### src/rtl/mem_arbiter_ctrl.sv
// mem_arbiter_ctrl: registered-grant arbiter giving the single-ported RAM to the icache or the dcache.
// Latency: request seen in IDLE -> RAM strobe next cycle -> owner wait drops in the first ACCESS cycle -> IDLE.
// Backpressure: owner stalls (wait high) while RAM is FREE/BUSY/ERROR; the non-owner always stalls.
// Ports: CLK/RST; iREN/iaddr and dREN/dWEN/daddr/dstore requests; ramload/ramstate from the RAM;
//        iwait/iload and dwait/dload back to the caches; ramREN/ramWEN/ramaddr/ramstore to the RAM.
// Optional feature macro: MEM_ARB_FAIRNESS_EN (data-streak limit so a waiting fetch eventually wins).
module mem_arbiter_ctrl #(
  parameter int WORD_W       = 32,
  parameter int D_STREAK_MAX = 4
) (
  input  logic              CLK,
  input  logic              RST,
  input  logic              iREN,
  input  logic [WORD_W-1:0] iaddr,
  input  logic              dREN,
  input  logic              dWEN,
  input  logic [WORD_W-1:0] daddr,
  input  logic [WORD_W-1:0] dstore,
  input  logic [WORD_W-1:0] ramload,
  input  logic [1:0]        ramstate,
  output logic              iwait,
  output logic              dwait,
  output logic [WORD_W-1:0] iload,
  output logic [WORD_W-1:0] dload,
  output logic              ramREN,
  output logic              ramWEN,
  output logic [WORD_W-1:0] ramaddr,
  output logic [WORD_W-1:0] ramstore
);

  localparam logic [1:0] RAM_ACCESS = 2'd2;

  typedef enum logic [1:0] {
    IDLE   = 2'd0,
    IFETCH = 2'd1,
    DREAD  = 2'd2,
    DWRITE = 2'd3
  } state_e;

  state_e state_q, state_d;
  logic   fetch_force;
  logic   i_done, d_done;

  // Completion needs the owner to still be requesting; a withdrawn request never sees a pulse.
  assign i_done = (state_q == IFETCH) && iREN && (ramstate == RAM_ACCESS);
  assign d_done = (((state_q == DREAD) && dREN) || ((state_q == DWRITE) && dWEN))
                  && (ramstate == RAM_ACCESS);

`ifdef MEM_ARB_FAIRNESS_EN
  localparam int SW = $clog2(D_STREAK_MAX + 1);
  localparam logic [SW-1:0] STREAK_MAX = SW'(D_STREAK_MAX);

  logic [SW-1:0] streak_q, streak_d;

  assign fetch_force = iREN && (streak_q == STREAK_MAX);

  // Counts data grants taken while a fetch is waiting; only moves in IDLE.
  always_comb begin
    streak_d = streak_q;
    if (state_q == IDLE) begin
      if (!iREN || (state_d == IFETCH)) begin
        streak_d = '0;
      end else if ((state_d != IDLE) && (streak_q != STREAK_MAX)) begin
        streak_d = streak_q + 1'b1;
      end
    end
  end

  always_ff @(posedge CLK) begin
    if (RST) begin
      streak_q <= '0;
    end else begin
      streak_q <= streak_d;
    end
  end
`else
  // Strict data-over-instruction priority.
  assign fetch_force = 1'b0;
`endif

  always_comb begin
    state_d = state_q;
    case (state_q)
      IDLE: begin
        if (fetch_force)  state_d = IFETCH;
        else if (dWEN)    state_d = DWRITE;  // write wins when dREN is also high
        else if (dREN)    state_d = DREAD;
        else if (iREN)    state_d = IFETCH;
      end
      IFETCH: if (!iREN || (ramstate == RAM_ACCESS)) state_d = IDLE;
      DREAD:  if (!dREN || (ramstate == RAM_ACCESS)) state_d = IDLE;
      DWRITE: if (!dWEN || (ramstate == RAM_ACCESS)) state_d = IDLE;
      default: state_d = IDLE;
    endcase
  end

  always_ff @(posedge CLK) begin
    if (RST) begin
      state_q <= IDLE;
    end else begin
      state_q <= state_d;
    end
  end

  // RAM port follows the owner's live inputs; ERROR simply leaves the access asserted for a retry.
  always_comb begin
    ramREN   = 1'b0;
    ramWEN   = 1'b0;
    ramaddr  = '0;
    ramstore = '0;
    case (state_q)
      IFETCH: begin
        ramREN  = 1'b1;
        ramaddr = iaddr;
      end
      DREAD: begin
        ramREN  = 1'b1;
        ramaddr = daddr;
      end
      DWRITE: begin
        ramWEN   = 1'b1;
        ramaddr  = daddr;
        ramstore = dstore;
      end
      default: ;
    endcase
  end

  assign iwait = !i_done;
  assign dwait = !d_done;
  assign iload = i_done ? ramload : '0;
  assign dload = d_done ? ramload : '0;

endmodule

### config.mk
export PLATFORM = sky130hd
export DESIGN_NAME = mem_arbiter_ctrl
export DESIGN_NICKNAME = d
export VERILOG_FILES = /design/src/rtl/mem_arbiter_ctrl.sv
export SDC_FILE = /design/constraint.sdc
export NUM_CORES = 1
export LEC_CHECK = 0
export ABC_AREA = 1
export BUFFER_PORTS_ARGS = -buffer_cell sky130_fd_sc_hd__buf_4
export CAP_MARGIN = 25
export CORE_AREA = 3 3 101 103
export CTS_BUF_LIST = sky130_fd_sc_hd__clkbuf_16
export DETAILED_ROUTE_END_ITERATION = 8
export DIE_AREA = 0 0 104 106
export GPL_TIMING_DRIVEN = 0
export PLACE_DENSITY_LB_ADDON = 0.3
export SYNTH_ARGS = -nofsm -noshare
export SYNTH_HDL_FRONTEND = slang
export SYNTH_SLANG_ARGS = --single-unit
### constraint.sdc
create_clock -name CLK -period 1.5 [get_ports CLK]
set_clock_uncertainty 0.15 [all_clocks]
set_input_delay 0 -clock CLK [delete_from_list [all_inputs] [get_ports CLK]]
set_output_delay 0 -clock CLK [all_outputs]
set_load 0.01 [all_outputs]
==> impl_metrics.ini, run 1 <==
[sta]
finalSetupViolCount = 98
worst_slew_pin_slew_ps = 286
final_worst_setup_slack_ps = -237
grt_setup_unrepaired = true
setup_tns_ps = -16020
fmax_mhz = 576
period_minus_slack_ps = 1740
timing_hold_violations_final = 0
timing.slew.headroom_pct = 81.0
final_cycle_utilization_of_the_critical_path_pct = 116
timing_max_transition_violations_final = 0

[clocking]
cts_buffer_depth = 2
clock_tree.root_cell = sky130_fd_sc_hd__clkbuf_16
clkLatencyLatePin_ps = 220
cts_sinks = 2
h_tree_lvls = 1
cts_bufs_inserted = 3
path_clk_slew_ps = 30
clock_tree_from_tritoncts = yes

[logic_synthesis]
synth_seq_cells = 2
synth_top_family_by_area = simple AND/OR/NAND/NOR gates
yosys.area_share.adder_pct = 4.19
seq_area_frac_synth_pct = 2.68
synth_warnings = 0
postSynthAreaPerCell_um2 = 4.76
synthXorXnorAreaFrac_pct = 0
synth.mux.area_fraction_pct = 0
synth_enable_flop_cells = 0
post_synth_num_cell_types = 19
synth_compound_area_share_pct = 14.6
asyncSetResetFlopFracSynth_pct = 0
synth-simple-area-share_pct = 49.6
area_of_the_mapped_netlist_um2 = 1490
synthesis.instances = 313
synth_flop_cell = sky130_fd_sc_hd__dfxtp_1
syn-num-nets = 453

[die]
placementRows = 35
die_w_um = 104
die_y_um = 106
fp.coreArea_um2 = 9280
die_area_um2 = 11000
initial_utilization_pct = 16.1
boundaryPins = 267

[final_layout]
biggestRegsByFlops = state_q (2)
insertedDiodeCount = 0
layout_nets = 741
final_layout_size_suffix_gt1_share_pct = 72.1
syn2layout_area_growth_pct = 219
final_cell_mix = sky130_fd_sc_hd__buf_4 (240), sky130_fd_sc_hd__nand2_1 (71), sky130_fd_sc_hd__inv_1 (67)
final_core_utilization_pct = 51.3
largest_reg_flops = 2
most_common_cell_after_layout_fill_and_taps_aside = sky130_fd_sc_hd__buf_4
fillers = 853
max_flop_register = state_q
final_area_um2 = 4760

[worst_setup_path]
setup.worst_path.start_class = register
worst_setup_path_end_kind = output port
critical_path_class = reg -> out
required_ps = 1350
critical_path_peak_fanout = 8
critPathArrivalTime_ps = 1590

[routing]
drt-wirelength-per-cell_um = 13.1
met1Wirelength_um = 3260
maxUsedRoutingLayer = met4
route.detailed.drc = 0
detail_route.wirelength_um = 9560
met2_length_um = 5340
drt_first_pass_iters = 4
vias = 2970
met3_wirelength_um = 802
drtIter0Drc = 73
detail-route-antenna-nets = 0
route.detailed.vias_per_inst = 4.08

[power_and_ir_drop]
static-leakage-power_nw = 2.71
power.internal_mw = 1.97
power.sequential.fraction_pct = 3.5
pwr-share-comb_pct = 85.3
p_sw_mw = 1.68
power.density_cell_area_nw_per_um2 = 768
power_share_of_the_clock_group_pct = 11.2
switching_share_pct = 46.1
ir_worst_vdd_mv = 0.797
overall_power_mw = 3.66

[placement]
place_ws_ps = -320
portBuffers = 266
dp.final_hpwl_um = 7120
place.gp.congestion = 0.796
place_area_um2 = 3650

[global_route]
grt_first_pass_wirelength_um = 13100
gr_ovfl_total = 0
largest_net_degree_at_the_start_of_global_routing = 11
global_routing_usage_summed_across_all_routing_layers_pct = 14.1
grt_pass1_vias = 2812
grt_antenna_before_repair = 0

[job]
cap_viol_max_count = 0

[status]
failed_checks = setup timing
outcome = finished, violations left

[hold_path]
hold_class = in -> reg
## path summary, 6_finish.rpt
check	start	end	slack (ps)	cells past startpoint
worst max register to register	state_q[1]$_SDFFE_PP0P_	state_q[0]$_SDFFE_PP0P_	80	5
worst min-delay path	dWEN	state_q[1]$_SDFFE_PP0P_	20	5
worst max-delay path	state_q[0]$_SDFFE_PP0P_	ramaddr[0]	-240	8
worst min register to register	state_q[1]$_SDFFE_PP0P_	state_q[1]$_SDFFE_PP0P_	410	2
## synthesized netlist by cell type (2+ instances only)
library cell | count | area, um2
sky130_fd_sc_hd__o21ai_0 | 2 | 10.0
sky130_fd_sc_hd__nand2_2 | 11 | 68.8
sky130_fd_sc_hd__inv_1 | 69 | 259
sky130_fd_sc_hd__nand3_1 | 3 | 15.0
sky130_fd_sc_hd__nor2_1 | 60 | 225
sky130_fd_sc_hd__nor2_2 | 7 | 43.8
sky130_fd_sc_hd__a21oi_1 | 24 | 120
sky130_fd_sc_hd__buf_6 | 11 | 124
sky130_fd_sc_hd__ha_1 | 5 | 62.6
sky130_fd_sc_hd__buf_1 | 2 | 7.51
sky130_fd_sc_hd__a21oi_2 | 10 | 87.6
sky130_fd_sc_hd__clkbuf_1 | 8 | 30.0
sky130_fd_sc_hd__nand2_1 | 93 | 349
sky130_fd_sc_hd__or2_1 | 2 | 12.5
sky130_fd_sc_hd__dfxtp_1 | 2 | 40.0
## logic make-up after synthesis
| family | count (synthesis) |
|---|---|
| flip-flops | 2 |
| AO/OA/AOI/OAI | 36 |
| AND/OR/NAND/NOR | 178 |
| buffers and inverters | 92 |
| adder cells (fa/ha/maj) | 5 |
## metal layers
layer  up-vias  global-route usage [%]
li1       1473                       -
met1      1319                    14.5
met2       164                    28.6
met3        14                    3.34
met4         0                    3.13
met5         -                       0
## critical path, stage by stage (launching register included)
cell                      delay [ps]
sky130_fd_sc_hd__dfxtp_4         380
sky130_fd_sc_hd__inv_4            50
sky130_fd_sc_hd__ha_4            150
sky130_fd_sc_hd__or2_1           210
sky130_fd_sc_hd__buf_6           160
sky130_fd_sc_hd__buf_6           140
sky130_fd_sc_hd__nand2_2          50
sky130_fd_sc_hd__a21oi_1          60
sky130_fd_sc_hd__buf_4           150
## per-stage QoR
step | instances | hold WS (ps)
2_1_floorplan | 313 | -60.9
3_3_place_gp | 708 | 105
3_5_place_dp | 708 | 104
4_1_cts | 719 | 26.2
5_1_grt | 728 | 82.6
6_report | 728 | 18.8
## layout make-up
cell class	instances	area, um2	share of cell area, %
plain buffers	20	256	5.39
clock buffers	3	75.1	1.58
inverters	70	268	5.62
multi-input cells	219	1540	32.3
flip-flops and latches	2	47.5	0.999
well taps	129	161	3.39
repair buffers	285	2420	50.7
## repair_timing
| action | CTS | global route |
|---|---|---|
| cloned | 5 | 5 |
| hold buffers | 1 | 0 |
| resized for setup | 82 | 149 |
| buffers inserted | 4 | 5 |
| hold endpoints to repair | 2 | 0 |
| pin swaps | 5 | 1 |
| setup endpoints to repair | 130 | 120 |
## power by group through the flow
stage | Combinational, mW | Sequential (mW) | Clock, mW
6_report | 3.12 | 0.129 | 0.409
5_1_grt | 3.38 | 0.131 | 0.424
4_1_cts | 2.81 | 0.121 | 0.417
3_5_place_dp | 2.30 | 0.0927 | 0
3_3_place_gp | 2.28 | 0.0924 | 0
2_1_floorplan | 1.23 | 0.0883 | 0
(Power assumes the default switching activity.)
==> run 2, diff against run 1 <==
--- a/constraint.sdc
+++ b/constraint.sdc
@@ -3,3 +3,3 @@
 set_input_delay 0 -clock CLK [delete_from_list [all_inputs] [get_ports CLK]]
 set_output_delay 0 -clock CLK [all_outputs]
-set_load 0.01 [all_outputs]
+set_load 0.005 [all_outputs]
==> run 2 against run 1 <==
The run still ends with setup timing left. Power shrank 10%. Non-clock buffer count down 6. Combinational power fell by 12%. Sequential share of layout area increased by 0.12 points. Die area unchanged. Hold slack better by 11 ps. Flip-flop and latch count is the same. Via count down 4.0%. Critical endpoint is now ramaddr[31].
==> impl_metrics.ini, run 2 (synthesized netlist as in run 1, its figures left out) <==
[clocking]
cts_sinks = 2
clock_tree.root_cell = sky130_fd_sc_hd__clkbuf_16
clkLatencyLatePin_ps = 220
cts_bufs_inserted = 3
clock_tree_from_tritoncts = yes
cts_buffer_depth = 2
path_clk_slew_ps = 30
h_tree_lvls = 1

[final_layout]
most_common_cell_after_layout_fill_and_taps_aside = sky130_fd_sc_hd__buf_4
largest_reg_flops = 2
biggestRegsByFlops = state_q (2)
final_cell_mix = sky130_fd_sc_hd__buf_4 (273), sky130_fd_sc_hd__nand2_1 (72), sky130_fd_sc_hd__inv_1 (67)
final_area_um2 = 4250
fillers = 932
syn2layout_area_growth_pct = 185
max_flop_register = state_q
final_layout_size_suffix_gt1_share_pct = 68.1
layout_nets = 735
insertedDiodeCount = 0

[power_and_ir_drop]
power_share_of_the_clock_group_pct = 12.4
overall_power_mw = 3.29
switching_share_pct = 44.0
power.density_cell_area_nw_per_um2 = 774
ir_worst_vdd_mv = 0.772
power.sequential.fraction_pct = 3.7
power.internal_mw = 1.84
pwr-share-comb_pct = 83.9
static-leakage-power_nw = 2.58
p_sw_mw = 1.45

[die]
die_y_um = 106
die_w_um = 104
fp.coreArea_um2 = 9280
initial_utilization_pct = 16.1
boundaryPins = 267
placementRows = 35
die_area_um2 = 11000

[sta]
timing.slew.headroom_pct = 81.4
finalSetupViolCount = 97
timing_max_transition_violations_final = 0
final_worst_setup_slack_ps = -205
grt_setup_unrepaired = true
timing_hold_violations_final = 0
final_hold_slack_ps = 29.9
worst_slew_pin_slew_ps = 279
fmax_mhz = 586
final_cycle_utilization_of_the_critical_path_pct = 114
setup_tns_ps = -10570
period_minus_slack_ps = 1710

[worst_setup_path]
worst_path_most_repeated_cell = sky130_fd_sc_hd__buf_6
critical_path.slowest_cell = sky130_fd_sc_hd__dfxtp_4
setup.worst_path.start_class = register
r2r.worst_path.cells = 9
path_buf_inv = 4
timing.critical_path.max_delay_family = buffers and inverters
critical_path_class = reg -> out
worst_setup_path_end_kind = output port
worstReg2RegStart = state_q[1]$_SDFFE_PP0P_
critical_path_peak_fanout = 8
required_ps = 1350
critPathArrivalTime_ps = 1560
r2r-end = state_q[0]$_SDFFE_PP0P_
cells_along_the_critical_path = inv_4, ha_4, or2_1, buf_6, buf_6, nand2_2, a21oi_2, buf_4
max_stage_delay_ps = 370
r2r_slack_ps = 30

[routing]
route.detailed.vias_per_inst = 3.95
route.detailed.drc = 0
drt-wirelength-per-cell_um = 12.1
drt_first_pass_iters = 4
drtIter0Drc = 95
vias = 2851
detail_route.wirelength_um = 8750
detail-route-antenna-nets = 0

[job]
cap_viol_max_count = 0

[global_route]
global_routing_usage_summed_across_all_routing_layers_pct = 14.5
grt_antenna_before_repair = 0
grt_pass1_vias = 2843
grt_first_pass_wirelength_um = 13400
gr_ovfl_total = 0
largest_net_degree_at_the_start_of_global_routing = 11

[placement]
dp.final_hpwl_um = 7120
place_area_um2 = 3650
place_ws_ps = -312
portBuffers = 266
place.gp.congestion = 0.796

[hold_path]
min-delay-start = dWEN
worst_hold_path.num_cells = 5
min_delay_worst_endpoint = state_q[1]$_SDFFE_PP0P_
hold_class = in -> reg

[status]
outcome = finished, violations left
failed_checks = setup timing
==> run 2: worst register-to-register path, stage by stage, from the launching register on <==
cell and delay, ps:
sky130_fd_sc_hd__dfxtp_4 370, sky130_fd_sc_hd__inv_2 60, sky130_fd_sc_hd__ha_1 190, sky130_fd_sc_hd__buf_6 140
sky130_fd_sc_hd__nand2_1 60, sky130_fd_sc_hd__nand3_1 90, sky130_fd_sc_hd__nand2_2 110, sky130_fd_sc_hd__nand3_1 80
sky130_fd_sc_hd__nand2_1 70, sky130_fd_sc_hd__nor2_1 30
==> run 2: power by group through the flow <==
stage                     Combinational (mW)  Clock (mW)  Sequential (mW)
after floorplan                         1.09           0           0.0883
after global placement                  2.13           0           0.0924
after detailed placement                2.15           0           0.0927
after CTS                               2.66       0.417            0.119
after global routing                    3.02       0.424            0.123
final                                   2.76       0.408            0.121
==> run 2: worst max path at each step <==
stage / cells after the start / end / start / slack, ps
after global routing: 8 / ramaddr[26] / state_q[0]$_SDFFE_PP0P_ / -250
after global placement: 6 / ramaddr[14] / state_q[0]$_SDFFE_PP0P_ / -280
final: 8 / ramaddr[31] / state_q[0]$_SDFFE_PP0P_ / -210
after detailed placement: 6 / ramaddr[25] / state_q[0]$_SDFFE_PP0P_ / -310
after CTS: 8 / ramaddr[30] / state_q[0]$_SDFFE_PP0P_ / -210
after floorplan: 7 / ramaddr[14] / state_q[0]$_SDFFE_PP0P_ / 100
==> run 2: layout make-up <==
| type | count | area (um2) | share of cell area (%) |
|---|---|---|---|
| Clock buffer | 3 | 75.1 | 1.77 |
| Timing Repair Buffer | 279 | 2160 | 50.9 |
| Buffer | 20 | 218 | 5.13 |
| Inverter | 70 | 265 | 6.25 |
| Sequential cell | 2 | 47.5 | 1.12 |
| Multi-Input combinational cell | 219 | 1320 | 31.0 |
| Tap cell | 129 | 161 | 3.80 |
==> run 2: routing by layer <==
metal / GRT usage, % / routed length [um] / up-vias
met3: 3.34 / 793 / 10
met2: 29.6 / 4860 / 162
li1: - / - / 1452
met4: 3.13 / 112 / 0
met1: 14.9 / 2990 / 1227
met5: 0 / 0 / -
==> run 2: through the flow <==
stage	instances	util [%]
finish	722	45.7
global route	722	45.7
CTS	721	44.0
detailed placement	708	39.3
global placement	708	39.3
floorplan	313	-
==> run 2: what timing repair did <==
item                                    in CTS  in global routing
gates resized for setup                     85                 57
endpoints found under the setup margin     130                130
hold endpoints to repair                     2                  0
hold buffers                                 1                  0
setup buffers                                4                  1
cloned                                       7                  0
pin swaps                                    6                  4
==> run 3, diff against run 2 <==
Settings changed: CORE_AREA 3 3 101 103 to 3 3 103 105, CTS_BUF_LIST sky130_fd_sc_hd__clkbuf_16 to sky130_fd_sc_hd__clkbuf_8, DIE_AREA 0 0 104 106 to 0 0 106 108.
==> run 3 against run 2 <==
The flow still finishes with violations (setup timing). Critical endpoint is now ramaddr[19]. Utilization grew 4.3 points. Non-clock buffer count grew 12. Sequential share of layout area shrank 0.14 points.
==> impl_metrics.ini, run 3 (synthesized netlist as in run 1, its figures left out) <==
[final_layout]
final_cell_mix = sky130_fd_sc_hd__buf_4 (247), sky130_fd_sc_hd__nand2_1 (69), sky130_fd_sc_hd__inv_1 (67)
biggestRegsByFlops = state_q (2)
final_layout_size_suffix_gt1_share_pct = 74.4
fillers = 899
largest_reg_flops = 2
seqCellArea_um2 = 47.5
final_core_utilization_pct = 50.1
max_flop_register = state_q
insertedDiodeCount = 0
most_common_cell_after_layout_fill_and_taps_aside = sky130_fd_sc_hd__buf_4
layout_nets = 748
syn2layout_area_growth_pct = 227
footprint_of_the_multi_input_gates_um2 = 1650

[worst_setup_path]
critPathArrivalTime_ps = 1560
required_ps = 1350
critical_path.slowest_cell = sky130_fd_sc_hd__dfxtp_4
worst_path_most_repeated_cell = sky130_fd_sc_hd__buf_12
r2r.worst_path.cells = 10
cells_along_the_critical_path = inv_4, ha_4, or2_4, buf_12, buf_12, nand2_4, a21oi_2, buf_4
critical_path_peak_fanout = 8
worst_setup_path_end_kind = output port
max_stage_delay_ps = 370
critical_path_class = reg -> out
setup.worst_path.start_class = register

[hold_path]
hold_class = in -> reg
worst_hold_path.num_cells = 5

[global_route]
global_routing_usage_summed_across_all_routing_layers_pct = 14.5
grt_antenna_before_repair = 0
gr_ovfl_total = 0
largest_net_degree_at_the_start_of_global_routing = 11
grt_pass1_vias = 2904
grt_first_pass_wirelength_um = 13800

[clocking]
cts_buffer_depth = 2
cts_sinks = 2
clock_tree_from_tritoncts = yes
cts_bufs_inserted = 3
h_tree_lvls = 1
path_clk_slew_ps = 30
clock_tree.root_cell = sky130_fd_sc_hd__clkbuf_8
clkLatencyLatePin_ps = 210

[placement]
portBuffers = 266
place.gp.congestion = 0.746
dp.final_hpwl_um = 7430

[routing]
met1Wirelength_um = 3680
maxUsedRoutingLayer = met4
detail-route-antenna-nets = 0
met3_wirelength_um = 698
vias = 3021
drt-wirelength-per-cell_um = 14.0
met2_length_um = 5890
drtIter0Drc = 100
drt_first_pass_iters = 4
route.detailed.drc = 0
route.detailed.vias_per_inst = 4.09
detail_route.wirelength_um = 10300

[sta]
worst_slew_pin_slew_ps = 246
fmax_mhz = 586
final_hold_slack_ps = 31.6
final_worst_setup_slack_ps = -207
finalSetupViolCount = 100
final_cycle_utilization_of_the_critical_path_pct = 114
grt_setup_unrepaired = true
timing_hold_violations_final = 0
timing.slew.headroom_pct = 83.5
period_minus_slack_ps = 1710
timing_max_transition_violations_final = 0

[power_and_ir_drop]
static-leakage-power_nw = 2.73
power.density_cell_area_nw_per_um2 = 735
ir_worst_vdd_mv = 0.612

[die]
die_w_um = 106
fp.coreArea_um2 = 9730
boundaryPins = 267
initial_utilization_pct = 15.3
die_area_um2 = 11400
placementRows = 36
die_y_um = 108

[status]
failed_checks = setup timing
outcome = finished, violations left

[job]
cap_viol_max_count = 0
[run 3: cell count changes in the layout (fill, tap and decap cells not counted), sizes merged]
cell    previous run  this run
buf              295       303
clkbuf             6        10
nand3              4         5
[run 3: path summary, 6_finish.rpt]
kind,startpoint,end,slack [ps]
min,dWEN,state_q[1]$_SDFFE_PP0P_,30
max,state_q[0]$_SDFFE_PP0P_,ramaddr[19],-210
max reg2reg,state_q[0]$_SDFFE_PP0P_,state_q[0]$_SDFFE_PP0P_,-20
min reg2reg,state_q[1]$_SDFFE_PP0P_,state_q[1]$_SDFFE_PP0P_,400
[run 3: layer usage]
metal | up-vias | GRT usage [%]
met4 | 0 | 1.11
met1 | 1387 | 15.7
met5 | - | 0
li1 | 1483 | -
met2 | 147 | 30.1
met3 | 4 | 2.33
[run 3: critical path: cells and delay by family, from the launching register on]
kind            cells  cell delay, ps
compound gates      1              50
fa+ha+maj           1             150
buf+inv             4             480
flops               1             370
simple gates        2             280
[run 3: power by group]
group / switching, mW / total, mW / internal (mW)
registers: 0.0400 / 0.124 / 0.0835
logic: 1.55 / 3.25 / 1.70
clock network: 0.0385 / 0.208 / 0.169
[run 3: per-stage QoR]
| step | std cells | TNS [ps] | area (um2) | worst slack, ps | power [mW] |
|---|---|---|---|---|---|
| detailed placement | 712 | -9360 | 3650 | -407 | 2.25 |
| CTS | 732 | -13250 | 4150 | -183 | 3.06 |
| finish | 739 | -14200 | 4870 | -207 | 3.58 |
| floorplan | 313 | 0 | 1490 | 103 | 1.17 |
| global placement | 712 | -7060 | 3650 | -355 | 2.22 |
| global route | 739 | -19150 | 4870 | -257 | 3.86 |
[run 3: cell type report]
class,count,area share (%)
plain buffers,18,4.62
clock buffers,3,0.848
inverters,70,5.45
multi-input cells,220,33.8
flip-flops and latches,2,0.976
well taps,133,3.42
repair buffers,293,50.9
[run 3: what timing repair did]
| item | CTS | global route |
|---|---|---|
| setup endpoints to repair | 130 | 130 |
| endpoints found under the hold margin | 2 | 0 |
| setup buffers | 12 | 5 |
| hold buffers | 1 | 0 |
| gates cloned | 6 | 4 |
| pin swaps | 6 | 10 |
| gates resized for setup | 91 | 173 |
